**src/rtl/idma_txrx_write_arb_pkg.sv**
```systemverilog
// Shared types for the TXRX write arbiter.
// - IDMA_TXRX_ARB_TYPEDEF_BEAT: declares one write-beat struct (addr, data, strb, last).
//   Widths come from the including module's own parameters.
// - arb_state_e: arbiter FSM state.

`ifndef IDMA_TXRX_ARB_TYPEDEF_BEAT
`define IDMA_TXRX_ARB_TYPEDEF_BEAT(beat_t, addr_t, data_t, strb_t) \
    typedef struct packed { \
        addr_t addr; \
        data_t data; \
        strb_t strb; \
        logic  last; \
    } beat_t;
`endif

package idma_txrx_arb_pkg;

    typedef enum logic [0:0] {
        IDLE  = 1'b0,
        BURST = 1'b1
    } arb_state_e;

endpackage

```
**src/rtl/idma_txrx_write_arb_if.sv**
```systemverilog
// Bundle of the arbiter's handshake and bus signals.
// - slave:  arbiter view. Requester beats and downstream responses come in;
//           granted beats and routed responses go out.
// - master: environment view (requesters plus the downstream manager).
// - req_*:  per-requester beat channel, flat-packed NumReq-wide.
// - rsp_*:  per-requester response channel.
// - txrx_*: single downstream write port and its response channel.

interface idma_txrx_write_arb_if #(
    parameter int unsigned NumReq    = 2,
    parameter int unsigned DataWidth = 32,
    parameter int unsigned AddrWidth = 32
);
    logic [NumReq-1:0]               req_valid_i;
    logic [NumReq-1:0]               req_ready_o;
    logic [NumReq*AddrWidth-1:0]     req_addr_i;
    logic [NumReq*DataWidth-1:0]     req_data_i;
    logic [NumReq*DataWidth/8-1:0]   req_strb_i;
    logic [NumReq-1:0]               req_last_i;
    logic [NumReq-1:0]               rsp_valid_o;
    logic [NumReq-1:0]               rsp_ready_i;
    logic                            rsp_err_o;
    logic                            txrx_valid_o;
    logic                            txrx_ready_i;
    logic [AddrWidth-1:0]            txrx_addr_o;
    logic [DataWidth-1:0]            txrx_data_o;
    logic [DataWidth/8-1:0]          txrx_strb_o;
    logic                            txrx_last_o;
    logic                            txrx_rsp_valid_i;
    logic                            txrx_rsp_ready_o;
    logic                            txrx_rsp_err_i;

    modport slave (
        input  req_valid_i, req_addr_i, req_data_i, req_strb_i, req_last_i,
        input  rsp_ready_i, txrx_ready_i, txrx_rsp_valid_i, txrx_rsp_err_i,
        output req_ready_o, rsp_valid_o, rsp_err_o,
        output txrx_valid_o, txrx_addr_o, txrx_data_o, txrx_strb_o, txrx_last_o,
        output txrx_rsp_ready_o
    );

    modport master (
        output req_valid_i, req_addr_i, req_data_i, req_strb_i, req_last_i,
        output rsp_ready_i, txrx_ready_i, txrx_rsp_valid_i, txrx_rsp_err_i,
        input  req_ready_o, rsp_valid_o, rsp_err_o,
        input  txrx_valid_o, txrx_addr_o, txrx_data_o, txrx_strb_o, txrx_last_o,
        input  txrx_rsp_ready_o
    );
endinterface

```
**src/rtl/idma_txrx_write_arb_id_fifo.sv**
```systemverilog
// Requester-ID FIFO. It records who issued each outstanding burst, in issue order.
// This is a registered-output FIFO with no fall-through. A push on a full FIFO is
// ignored, and a pop on an empty FIFO is ignored.
// Ports:
// - clk_i, rst_ni: clock and async active-low reset.
// - push_i, data_i: enqueue one ID.
// - pop_i: dequeue the head.
// - data_o: head entry, valid while !empty_o.
// - full_o, empty_o: occupancy flags.

module idma_txrx_write_arb_id_fifo #(
    parameter int unsigned Depth = 4,
    parameter int unsigned Width = 1
) (
    input  logic             clk_i,
    input  logic             rst_ni,
    input  logic             push_i,
    input  logic [Width-1:0] data_i,
    input  logic             pop_i,
    output logic [Width-1:0] data_o,
    output logic             full_o,
    output logic             empty_o
);
    localparam int unsigned PtrW = (Depth > 1) ? $clog2(Depth) : 1;

    logic [PtrW-1:0]  wr_ptr_q, rd_ptr_q;
    logic [PtrW:0]    cnt_q;
    logic [Width-1:0] mem_q [Depth];
    logic             do_push, do_pop;

    assign full_o  = (cnt_q == (PtrW+1)'(Depth));
    assign empty_o = (cnt_q == '0);
    assign do_push = push_i & ~full_o;
    assign do_pop  = pop_i & ~empty_o;
    assign data_o  = mem_q[rd_ptr_q];

    always_ff @(posedge clk_i or negedge rst_ni) begin
        if (!rst_ni) begin
            wr_ptr_q <= '0;
            rd_ptr_q <= '0;
            cnt_q    <= '0;
            for (int i = 0; i < Depth; i++) begin
                mem_q[i] <= '0;
            end
        end else begin
            if (do_push) begin
                mem_q[wr_ptr_q] <= data_i;
                wr_ptr_q <= (wr_ptr_q == PtrW'(Depth - 1)) ? '0 : wr_ptr_q + 1'b1;
            end
            if (do_pop) begin
                rd_ptr_q <= (rd_ptr_q == PtrW'(Depth - 1)) ? '0 : rd_ptr_q + 1'b1;
            end
            case ({do_push, do_pop})
                2'b10:   cnt_q <= cnt_q + 1'b1;
                2'b01:   cnt_q <= cnt_q - 1'b1;
                default: cnt_q <= cnt_q;
            endcase
        end
    end

endmodule

```
**src/rtl/idma_txrx_write_arb.sv**
```systemverilog
// Round-robin write arbiter. It shares one TXRX write port among NumReq requesters.
// - The grant is taken at burst granularity and held until the last beat.
// - The requester ID of every issued burst is queued.
// - Each downstream response is routed back to the oldest queued ID.
// Ports:
// - clk_i, rst_ni: clock and async active-low reset.
// - bus: request, response and downstream channels (slave modport).
// - busy_o: high while a burst is locked or any burst awaits its response.
//
// state | meaning
// IDLE  | no burst in progress; round-robin pick; first beat needs a free ID slot
// BURST | locked to lock_q until its last beat; ID slot already reserved

module idma_txrx_write_arb
    import idma_txrx_arb_pkg::*;
#(
    parameter int unsigned NumReq         = 2,
    parameter int unsigned DataWidth      = 32,
    parameter int unsigned AddrWidth      = 32,
    parameter int unsigned MaxOutstanding = 4
) (
    input  logic                  clk_i,
    input  logic                  rst_ni,
    idma_txrx_write_arb_if.slave  bus,
    output logic                  busy_o
);
    localparam int unsigned IdxW  = (NumReq > 1) ? $clog2(NumReq) : 1;
    localparam int unsigned StrbW = DataWidth / 8;

    typedef logic [IdxW-1:0]      idx_t;
    typedef logic [AddrWidth-1:0] addr_t;
    typedef logic [DataWidth-1:0] data_t;
    typedef logic [StrbW-1:0]     strb_t;
    `IDMA_TXRX_ARB_TYPEDEF_BEAT(beat_t, addr_t, data_t, strb_t)

    arb_state_e state_q, state_d;
    idx_t       lock_q, lock_d;
    idx_t       rr_q, rr_d;

    beat_t       req_beat [NumReq];
    beat_t       sel_beat;
    idx_t        rr_cand, gnt, head;
    logic        rr_found, granted, txrx_valid, beat_hs;
    logic        id_push, id_pop, fifo_full, fifo_empty;
    logic        txrx_rsp_ready;
    int unsigned scan_idx;
    logic [NumReq-1:0] req_ready, rsp_valid;

    for (genvar i = 0; i < NumReq; i++) begin : g_beat
        assign req_beat[i] = '{addr: bus.req_addr_i[i*AddrWidth +: AddrWidth],
                               data: bus.req_data_i[i*DataWidth +: DataWidth],
                               strb: bus.req_strb_i[i*StrbW +: StrbW],
                               last: bus.req_last_i[i]};
    end

    // First valid requester at or after rr_q, wrapping around.
    always_comb begin
        rr_cand  = rr_q;
        rr_found = 1'b0;
        scan_idx = 0;
        for (int unsigned k = 0; k < NumReq; k++) begin
            scan_idx = (32'(rr_q) + k) % NumReq;
            if (!rr_found && bus.req_valid_i[idx_t'(scan_idx)]) begin
                rr_found = 1'b1;
                rr_cand  = idx_t'(scan_idx);
            end
        end
    end

    always_comb begin
        state_d = state_q;
        lock_d  = lock_q;
        rr_d    = rr_q;
        gnt     = rr_cand;
        granted = 1'b0;
        id_push = 1'b0;

        unique case (state_q)
            IDLE: begin
                gnt     = rr_cand;
                granted = rr_found & ~fifo_full;
            end
            BURST: begin
                gnt     = lock_q;
                granted = 1'b1;
            end
            default: ;
        endcase

        // Combinational outputs must read zero while reset is asserted,
        // even though requesters may still be driving valid.
        granted   = granted & rst_ni;
        sel_beat  = granted ? req_beat[gnt] : '0;
        txrx_valid = granted & bus.req_valid_i[gnt];
        req_ready = '0;
        req_ready[gnt] = granted & bus.txrx_ready_i;
        beat_hs   = txrx_valid & bus.txrx_ready_i;

        if (beat_hs) begin
            unique case (state_q)
                IDLE: begin
                    id_push = 1'b1;
                    rr_d    = (gnt == idx_t'(NumReq - 1)) ? '0 : gnt + 1'b1;
                    if (!sel_beat.last) begin
                        lock_d  = gnt;
                        state_d = BURST;
                    end
                end
                BURST: begin
                    if (sel_beat.last) begin
                        state_d = IDLE;
                    end
                end
                default: ;
            endcase
        end
    end

    always_ff @(posedge clk_i or negedge rst_ni) begin
        if (!rst_ni) begin
            state_q <= IDLE;
            lock_q  <= '0;
            rr_q    <= '0;
        end else begin
            state_q <= state_d;
            lock_q  <= lock_d;
            rr_q    <= rr_d;
        end
    end

    idma_txrx_write_arb_id_fifo #(
        .Depth (MaxOutstanding),
        .Width (IdxW)
    ) i_id_fifo (
        .clk_i   (clk_i),
        .rst_ni  (rst_ni),
        .push_i  (id_push),
        .data_i  (gnt),
        .pop_i   (id_pop),
        .data_o  (head),
        .full_o  (fifo_full),
        .empty_o (fifo_empty)
    );

    always_comb begin
        rsp_valid       = '0;
        rsp_valid[head] = bus.txrx_rsp_valid_i & ~fifo_empty;
    end

    assign txrx_rsp_ready = ~fifo_empty & bus.rsp_ready_i[head];
    assign id_pop         = bus.txrx_rsp_valid_i & txrx_rsp_ready;

    assign bus.req_ready_o      = req_ready;
    assign bus.txrx_valid_o     = txrx_valid;
    assign bus.txrx_addr_o      = sel_beat.addr;
    assign bus.txrx_data_o      = sel_beat.data;
    assign bus.txrx_strb_o      = sel_beat.strb;
    assign bus.txrx_last_o      = sel_beat.last;
    assign bus.rsp_valid_o      = rsp_valid;
    assign bus.rsp_err_o        = rst_ni & bus.txrx_rsp_err_i;
    assign bus.txrx_rsp_ready_o = txrx_rsp_ready;

    assign busy_o = (state_q == BURST) | ~fifo_empty;

endmodule

```
**src/flat_wrapper.sv**
```systemverilog
// flat-port wrapper written by rule: the top's interface ports become plain ports
module idma_txrx_write_arb_flat import idma_txrx_arb_pkg::*;
#(
    parameter int unsigned NumReq         = 2,
    parameter int unsigned DataWidth      = 32,
    parameter int unsigned AddrWidth      = 32,
    parameter int unsigned MaxOutstanding = 4
)
  (clk_i, rst_ni, busy_o, bus_req_valid_i, bus_req_addr_i, bus_req_data_i, bus_req_strb_i, bus_req_last_i, bus_rsp_ready_i, bus_txrx_ready_i, bus_txrx_rsp_valid_i, bus_txrx_rsp_err_i, bus_req_ready_o, bus_rsp_valid_o, bus_rsp_err_o, bus_txrx_valid_o, bus_txrx_addr_o, bus_txrx_data_o, bus_txrx_strb_o, bus_txrx_last_o, bus_txrx_rsp_ready_o);
  idma_txrx_write_arb_if #(.NumReq(NumReq), .DataWidth(DataWidth), .AddrWidth(AddrWidth)) bus_i ();
  input  logic clk_i;
  input  logic rst_ni;
  output logic busy_o;
  input wire logic [$bits(bus_i.req_valid_i)-1:0] bus_req_valid_i;
  input wire logic [$bits(bus_i.req_addr_i)-1:0] bus_req_addr_i;
  input wire logic [$bits(bus_i.req_data_i)-1:0] bus_req_data_i;
  input wire logic [$bits(bus_i.req_strb_i)-1:0] bus_req_strb_i;
  input wire logic [$bits(bus_i.req_last_i)-1:0] bus_req_last_i;
  input wire logic [$bits(bus_i.rsp_ready_i)-1:0] bus_rsp_ready_i;
  input wire logic [$bits(bus_i.txrx_ready_i)-1:0] bus_txrx_ready_i;
  input wire logic [$bits(bus_i.txrx_rsp_valid_i)-1:0] bus_txrx_rsp_valid_i;
  input wire logic [$bits(bus_i.txrx_rsp_err_i)-1:0] bus_txrx_rsp_err_i;
  output wire logic [$bits(bus_i.req_ready_o)-1:0] bus_req_ready_o;
  output wire logic [$bits(bus_i.rsp_valid_o)-1:0] bus_rsp_valid_o;
  output wire logic [$bits(bus_i.rsp_err_o)-1:0] bus_rsp_err_o;
  output wire logic [$bits(bus_i.txrx_valid_o)-1:0] bus_txrx_valid_o;
  output wire logic [$bits(bus_i.txrx_addr_o)-1:0] bus_txrx_addr_o;
  output wire logic [$bits(bus_i.txrx_data_o)-1:0] bus_txrx_data_o;
  output wire logic [$bits(bus_i.txrx_strb_o)-1:0] bus_txrx_strb_o;
  output wire logic [$bits(bus_i.txrx_last_o)-1:0] bus_txrx_last_o;
  output wire logic [$bits(bus_i.txrx_rsp_ready_o)-1:0] bus_txrx_rsp_ready_o;
  assign bus_i.req_valid_i = bus_req_valid_i;
  assign bus_i.req_addr_i = bus_req_addr_i;
  assign bus_i.req_data_i = bus_req_data_i;
  assign bus_i.req_strb_i = bus_req_strb_i;
  assign bus_i.req_last_i = bus_req_last_i;
  assign bus_i.rsp_ready_i = bus_rsp_ready_i;
  assign bus_i.txrx_ready_i = bus_txrx_ready_i;
  assign bus_i.txrx_rsp_valid_i = bus_txrx_rsp_valid_i;
  assign bus_i.txrx_rsp_err_i = bus_txrx_rsp_err_i;
  assign bus_req_ready_o = bus_i.req_ready_o;
  assign bus_rsp_valid_o = bus_i.rsp_valid_o;
  assign bus_rsp_err_o = bus_i.rsp_err_o;
  assign bus_txrx_valid_o = bus_i.txrx_valid_o;
  assign bus_txrx_addr_o = bus_i.txrx_addr_o;
  assign bus_txrx_data_o = bus_i.txrx_data_o;
  assign bus_txrx_strb_o = bus_i.txrx_strb_o;
  assign bus_txrx_last_o = bus_i.txrx_last_o;
  assign bus_txrx_rsp_ready_o = bus_i.txrx_rsp_ready_o;
  idma_txrx_write_arb #(.NumReq(NumReq), .DataWidth(DataWidth), .AddrWidth(AddrWidth), .MaxOutstanding(MaxOutstanding)) u_core (.clk_i(clk_i), .rst_ni(rst_ni), .bus(bus_i), .busy_o(busy_o));
endmodule
```
**config.mk**
```make
export PLATFORM = sky130hd
export DESIGN_NAME = idma_txrx_write_arb_flat
export DESIGN_NICKNAME = d
export VERILOG_FILES = /design/src/rtl/idma_txrx_write_arb_pkg.sv /design/src/rtl/idma_txrx_write_arb_if.sv /design/src/rtl/idma_txrx_write_arb_id_fifo.sv /design/src/rtl/idma_txrx_write_arb.sv /design/src/flat_wrapper.sv
export SDC_FILE = /design/constraint.sdc
export NUM_CORES = 1
export LEC_CHECK = 0
export ABC_AREA = 1
export CAP_MARGIN = 20
export CORE_ASPECT_RATIO = 0.7
export CORE_MARGIN = 5
export CORE_UTILIZATION = 25
export CTS_CLUSTER_DIAMETER = 60
export DETAILED_ROUTE_END_ITERATION = 10
export GPL_TIMING_DRIVEN = 0
export PLACE_DENSITY = 0.79
export SKIP_CTS_REPAIR_TIMING = 1
export SYNTH_ARGS = -nofsm -noshare
export SYNTH_HDL_FRONTEND = slang
export SYNTH_SLANG_ARGS = --single-unit
```
**constraint.sdc**
```tcl
create_clock -name clk_i -period 2.2 [get_ports clk_i]
set_clock_uncertainty 0.05 [all_clocks]
set_input_delay 0.22 -clock clk_i [delete_from_list [all_inputs] [get_ports clk_i]]
set_output_delay 0.22 -clock clk_i [all_outputs]
set_load 0.01 [all_outputs]
```
---- Word-level counts from Yosys, hierarchy flattened ----
Index checks and enable logic that the tools add are counted.
storage, ports and cells
  input port bits ......................... 147
  output and inout port bits .............. 77
  word-level logic and storage cells ...... 95
  bits in registers ....................... 14
cells by class
  order comparisons ....................... 10
  mux-type cells .......................... 34
  eq/ne operators ......................... 5
  add/subtract/negate cells ............... 6
  bitwise gates (word level) .............. 21
  reductions and logical operators ........ 9
operators by type and width
  operator                                                              number
  69-bit 2-to-1 mux                                                     4
  1-bit 2-to-1 mux                                                      20
  1-bit AND                                                             11
  1-bit by 2-bit < comparator with 1-bit output, second input constant  4
  2-bit == test, second input constant                                  3
  3-bit >= comparator, second input constant                            2
  2-bit inverter with 3-bit output                                      2
  3-bit case mux with 2 select lines                                    1
  2-bit by 1-bit adder with 2-bit output, second input constant         2
  2-bit AND                                                             2
  4-bit bitwise mux                                                     1
  1-bit logical AND                                                     4
  2-bit 2-to-1 mux                                                      2
  1-bit inverter                                                        4
  1-bit case mux with 2 select lines                                    2
  3-bit by 1-bit adder with 3-bit output, second input constant         1
  3-bit == test, second input constant                                  1
  3-bit zero test                                                       1
  3-bit by 1-bit < comparator with 1-bit output, second input constant  1
  3-bit AND reduction                                                   1
  3-bit by 1-bit subtractor with 3-bit output, second input constant    1
  1-bit adder, second input constant                                    2
  1-bit binary-select mux with 2-bit select                             1
  1-bit demux with 1-bit select                                         2
  9 further kinds                                                       10

---- Longest topological paths before layout ----
  word-level depth ........................ 15
  mapped depth ............................ 14
  gate-level depth less buffers ........... 14

---- Modules after synthesis ----
From an unflattened synthesis, not the netlist that was laid out.
second synthesis, totals
  cell total of the unflattened synthesis .. 358
  area total of the unflattened synthesis .. 1963.1 um2
modules (own cells, without submodules)
  module                       sequential area each (um2)  area an instance (um2)  cells an instance  times used
  idma_txrx_write_arb          75.1                        1282.5                  278                1
  idma_txrx_write_arb_id_fifo  275.3                       680.7                   80                 1

---- Least setup slack after synthesis ----
OpenSTA, ideal clock, no wires.
  path type ............................... register to register
  start ................................... register u_core.i_id_fifo.rd_ptr_q[0]
  end ..................................... register u_core.i_id_fifo.cnt_q[2]
  setup time .............................. 0.124 ns
  period minus slack after synthesis ...... 2.083 ns
  buffers on the path ..................... 0
  cell stages (with the launch flop) ...... 14
  slack ................................... 0.117 ns
  required time ........................... 2.026 ns
  arrival ................................. 1.909 ns
  cell sequence ........................... dfrtp_1 -> a21oi_1 -> nand2_1 -> nand2_1 -> inv_1 -> nand2_1 -> nand4_1 -> inv_1 -> ha_1 -> inv_1 -> fa_1 -> a21oi_1 -> o21ai_0 -> xnor2_1
between the ends
  word-level cells in the longest chain between the ends .. 11
  elaborated cells on any way between the ends .. 13
  classes of those cells .................. eq/ne (2); mux (6); bitwise (4); reduce/logical (1)
ends and longest elaborated chain
  element                                                                           line                               source
  from (decl)                                                                       idma_txrx_write_arb_id_fifo.sv:26  logic [PtrW-1:0] wr_ptr_q, rd_ptr_q;
  from (signal assigned)                                                            idma_txrx_write_arb_id_fifo.sv:51  rd_ptr_q <= (rd_ptr_q == PtrW'(Depth - 1)) ? '0 : rd_ptr_q + 1'b1;
  2-bit inverter with 3-bit output (not written as such) *                          idma_txrx_write_arb_id_fifo.sv:35  assign data_o = mem_q[rd_ptr_q];
  1-bit binary-select mux with 2-bit select *                                       idma_txrx_write_arb_id_fifo.sv:35
  1-bit 2-to-1 mux (not written as such) * (2 in a row)                             idma_txrx_write_arb_id_fifo.sv:35
  1-bit 2-to-1 mux (not written as such) * (2 in a row)                             idma_txrx_write_arb.sv:150         assign txrx_rsp_ready = ~fifo_empty & bus.rsp_ready_i[head];
  1-bit AND *                                                                       idma_txrx_write_arb.sv:150
  1-bit AND *                                                                       idma_txrx_write_arb.sv:151         assign id_pop = bus.txrx_rsp_valid_i & txrx_rsp_ready;
  1-bit AND *                                                                       idma_txrx_write_arb_id_fifo.sv:34  assign do_pop = pop_i & ~empty_o;
  net u_core.i_id_fifo.do_pop                                                       idma_txrx_write_arb_id_fifo.sv:29  logic do_push, do_pop;
  2-bit by 1-bit == test with 1-bit output / 2-bit == test (equally long branches)  idma_txrx_write_arb_id_fifo.sv:53  case ({do_push, do_pop})
  3-bit case mux with 2 select lines / 2-bit nonzero test (equally long branches)   --
  to (signal assigned)                                                              idma_txrx_write_arb_id_fifo.sv:54  2'b10: cnt_q <= cnt_q + 1'b1;
  to (signal assigned)                                                              idma_txrx_write_arb_id_fifo.sv:55  2'b01: cnt_q <= cnt_q - 1'b1;
  to (signal assigned)                                                              idma_txrx_write_arb_id_fifo.sv:56  default: cnt_q <= cnt_q;
  to (decl)                                                                         idma_txrx_write_arb_id_fifo.sv:27  logic [PtrW:0] cnt_q;
The timed path passes the listed nets; every way through them passes the cells marked *. The select of a mux whose other input is x is not followed.
A chain may end at the register's enable or synchronous reset.

---- Worst setup path in the final report ----
  start ................................... register u_core.rr_q
  end ..................................... output bus_txrx_data_o[0]
between the ends
  word-level cells in the longest chain between the ends .. 12
  elaborated cells on any way between the ends .. 19
  classes of those cells .................. add/sub (1); mux (13); bitwise (3); reduce/logical (2)
ends and longest elaborated chain
  element                                                 line                        source
  from (decl)                                             idma_txrx_write_arb.sv:38   idx_t rr_q, rr_d;
  from (signal assigned)                                  idma_txrx_write_arb.sv:127  rr_q <= rr_d;
  1-bit 2-to-1 mux (not written as such) (2 in a row)     idma_txrx_write_arb.sv:63   if (!rr_found && bus.req_valid_i[idx_t'(scan_idx)]) begin
  1-bit 2-to-1 mux                                        idma_txrx_write_arb.sv:63
  1-bit zero test                                         idma_txrx_write_arb.sv:63
  1-bit logical AND                                       idma_txrx_write_arb.sv:63
  1-bit 2-to-1 mux                                        idma_txrx_write_arb.sv:63
  1-bit case mux with 2 select lines                      idma_txrx_write_arb.sv:78   unique case (state_q)
  1-bit inverter with 2-bit output (not written as such)  idma_txrx_write_arb.sv:93   sel_beat = granted ? req_beat[gnt] : '0;
  69-bit 2-to-1 mux (not written as such) (3 in a row)    idma_txrx_write_arb.sv:93
  69-bit 2-to-1 mux *                                     idma_txrx_write_arb.sv:93
  to (decl)                                               flat_wrapper.sv:28          output wire logic [$bits(bus_i.txrx_data_o)-1:0] bus_txrx_data_o;
Every way passes the cells marked *; elsewhere a longest branch is shown, timed or not. The select of a mux whose other input is x is not followed.

==> results by group <==
Timing
  – Unrepaired setup endpoints after global routing: true
  – Setup WS post-layout: -0.0574 ns
  – Max_slew headroom: between 50% and 60%
  – Final setup TNS: -0.0966 ns
  – Final Hold Vio Count: 0
  – Final slew viol count: 0
  – Maximum clock frequency: 443 MHz
  – Transition time of the tightest slew-check pin: about 0.63 ns
  – Final min period: 2.26 ns
  – Final Cycle Share: 103%
  – Endpoints failing setup: 2

Setup path
  – Crit-path slowest cell: clkdlybuf4s50_1
  – Worst R2R End: u_core.i_id_fifo.cnt_q[2]
  – Arr. time, crit path: 1.99 ns
  – Worst R2R Path Depth: 14
  – Setup Crit Path Kind: reg2out
  – Crit Path Max Fanout: 10
  – R2r startpoint: u_core.rr_q
  – Worst setup EP type: output port
  – Worst path bufs/invs: 2
  – CP delay by family, top: buffers and inverters
  – Startpoint Class: flop
  – Worst path required time: a little under 2 ns
  – R2R Setup Slk: -0.04 ns
  – CP Cell Sequence: nor2_2, nor2_1, nand2_2, nand2_4, clkbuf_4, nand2_1, a21oi_1, clkdlybuf4s50_1
  – Slowest stage delay, CP: around 0.55 ns

Clock network
  – Clk slew on worst S/H paths: approximately 0.060 ns
  – Worst-Skew Late Latency: about 0.25 ns
  – CTS sink count: 14
  – Root Buffer: clkbuf_8
  – CTS tree: built
  – CTS max path bufs: 2
  – Htree depth: 1
  – CTS Buf Count: 3

Die
  – Die X: approximately 110 um
  – Num ports: between 200 and 250
  – Core Area: 7420 um2
  – # rows: 26
  – Die ar.: 9600 um2
  – Die Height: ~83 um
  – Initial Util: approximately 26%

Final layout
  – Nets@finish: roughly 740
  – Multi-input logic area: about 1400 um2
  – Most frequent cells in the layout: nand2_1 (172), clkdlybuf4s50_1 (150), a21oi_1 (67)
  – Fillcell total: just under 700
  – ANT cells: 0
  – Area Overhead vs Synth: 133%
  – Fin util: approximately 61%
  – Commonest non-fill, non-tap cell in the layout: nand2_1
  – Share of cells above drive strength 1: 13.5%
  – Register area: 350 um2

Synth
  – EDFF count, synth: 0
  – Seq/Total Area, Yosys: a little under a fifth
  – Asr flop ratio synth: 100%
  – Top cells by area, synth: nand2_1 (34%), a21oi_1 (18%), dfrtp_1 (18%)
  – Top cell type's share of synthesized area: 33.9%
  – Syn avg cell area: between 5 and 6 um2
  – Synth unique cells: 22
  – Top FF cell, synth: dfrtp_1
  – Post-Syn Nets: roughly 500
  – Post-Syn Instances: between 300 and 400
  – Ys Warns: 0
  – Post-Syn Area: around 1900 um2
  – Cell accounting for the most synthesized area: nand2_1
  – Seq cells post-synth: 14

Global routing
  – Vias in the first global route: between 3000 and 4000
  – GRT Resource Usage Total: 21.2%
  – Global route total overflow: 0
  – Largest net degree at the start of global routing: 18
  – First-pass GRT wire length: approximately 16000 um
  – Initial antenna violation count: 0

Power and ir drop
  – Peak VDD IR: approximately 0.44 mV
  – PD cells: 861 nW/um2
  – Leak: 2.74 nW

Min path
  – Hold crit path type: reg2reg
  – Min-Delay Endpoint: u_core.lock_q
  – Hold path depth: 2
  – Hold path start: u_core.lock_q

Routing
  – Number of vias in the routed layout: 3160
  – DRT Pass-1 Iters: 4
  – DR iter-0 viols: 152
  – Drt wl/cell: 16.1 um
  – Detail Route Antenna Nets: 0
  – # DRC: 0
  – Total Wirelength: 11000 um
  – Vias/cell: around 4.6

Place
  – Dpl hpwl: 9260 um
  – Placer congestion estimate: ~0.9
  – # port buffers: roughly 220
  – Setup WS pre-CTS: -0.787 ns

Status
  – Status: finished, violations left
  – Failing checks: negative setup slack

Run
  – Max_cap viols: 0
power breakdown:
group	internal (mW)	leakage (nW)	switching (mW)
registers	0.376	0.177	0.105
clock network	0.159	0.0288	0.0964
logic	1.46	2.53	1.68
total	1.99	2.74	1.89
cell type report:
| type | count | share of cell area, % |
|---|---|---|
| Sequential cell | 14 | 7.79 |
| Multi-Input combinational cell | 294 | 30.9 |
| Inverter | 18 | 1.50 |
| Timing Repair Buffer | 232 | 51.4 |
| Buffer | 24 | 4.50 |
| Clock buffer | 4 | 1.22 |
| Tap cell | 98 | 2.73 |
cells in the mapped netlist (3+ instances only):
library cell,count
inv_1,16
buf_2,15
nand4_1,6
o21ai_0,4
dfrtp_1,14
nor2_1,8
ha_1,6
nand2_2,4
a21oi_1,70
nand3_1,10
nand2_1,174
buf_4,7
o21ai_1,3
metrics by stage:
step           hold slack, ns  power (mW)  instance area (um2)  instances
5_1_grt                 0.446        4.23                 4500        684
3_5_place_dp            0.411        3.58                 4280        671
6_report                0.423        3.88                 4500        684
2_1_floorplan          -0.126        2.10                 1930        350
4_1_cts                 0.404        3.86                 4340        675
3_3_place_gp            0.410        3.49                 4280        671
routing by layer:
metal | wire [um] | global-route usage (%) | up-vias
li1 | - | - | 1593
met1 | 4210 | 24.1 | 1399
met2 | 5510 | 37.8 | 138
met3 | 866 | 5.58 | 30
met4 | 443 | 7.78 | 0
met5 | 0 | 0 | -
logic make-up after synthesis:
group,count (synthesis),share of synthesized area (%)
simple gates,208,44.7
compound gates,77,20.0
buf+inv,42,11.3
flops,14,18.2
fa+ha+maj,7,4.93
xor+xnor,2,0.909
how the worst max path moves through the flow:
stage / startpoint / cells past startpoint / slack, ns / endpoint
floorplan: u_core.i_id_fifo.rd_ptr_q[0] / 13 / 0.12 / u_core.i_id_fifo.cnt_q[2]
global placement: rst_ni / 5 / -0.78 / bus_txrx_data_o[31]
detailed placement: rst_ni / 5 / -0.79 / bus_txrx_data_o[31]
CTS: rst_ni / 5 / -0.78 / bus_txrx_data_o[31]
global route: u_core.rr_q / 14 / -0.21 / u_core.i_id_fifo.cnt_q[2]
finish: u_core.rr_q / 8 / -0.06 / bus_txrx_data_o[0]
worst min-delay path, stage by stage, from the launching register on:
cell and delay, ns:
dfrtp_1 0.34, nand2_1 0.05, nand2_1 0.05
registers in the layout (all words and copies together), names as in the netlist:
register	cells
u_core.rr_q	1
u_core.i_id_fifo.wr_ptr_q	2
u_core.i_id_fifo.rd_ptr_q	2
u_core.lock_q	1
u_core.i_id_fifo.cnt_q	3
u_core.state_q	1
u_core.i_id_fifo.mem_q	4
Power figures use the tool's default switching activity.
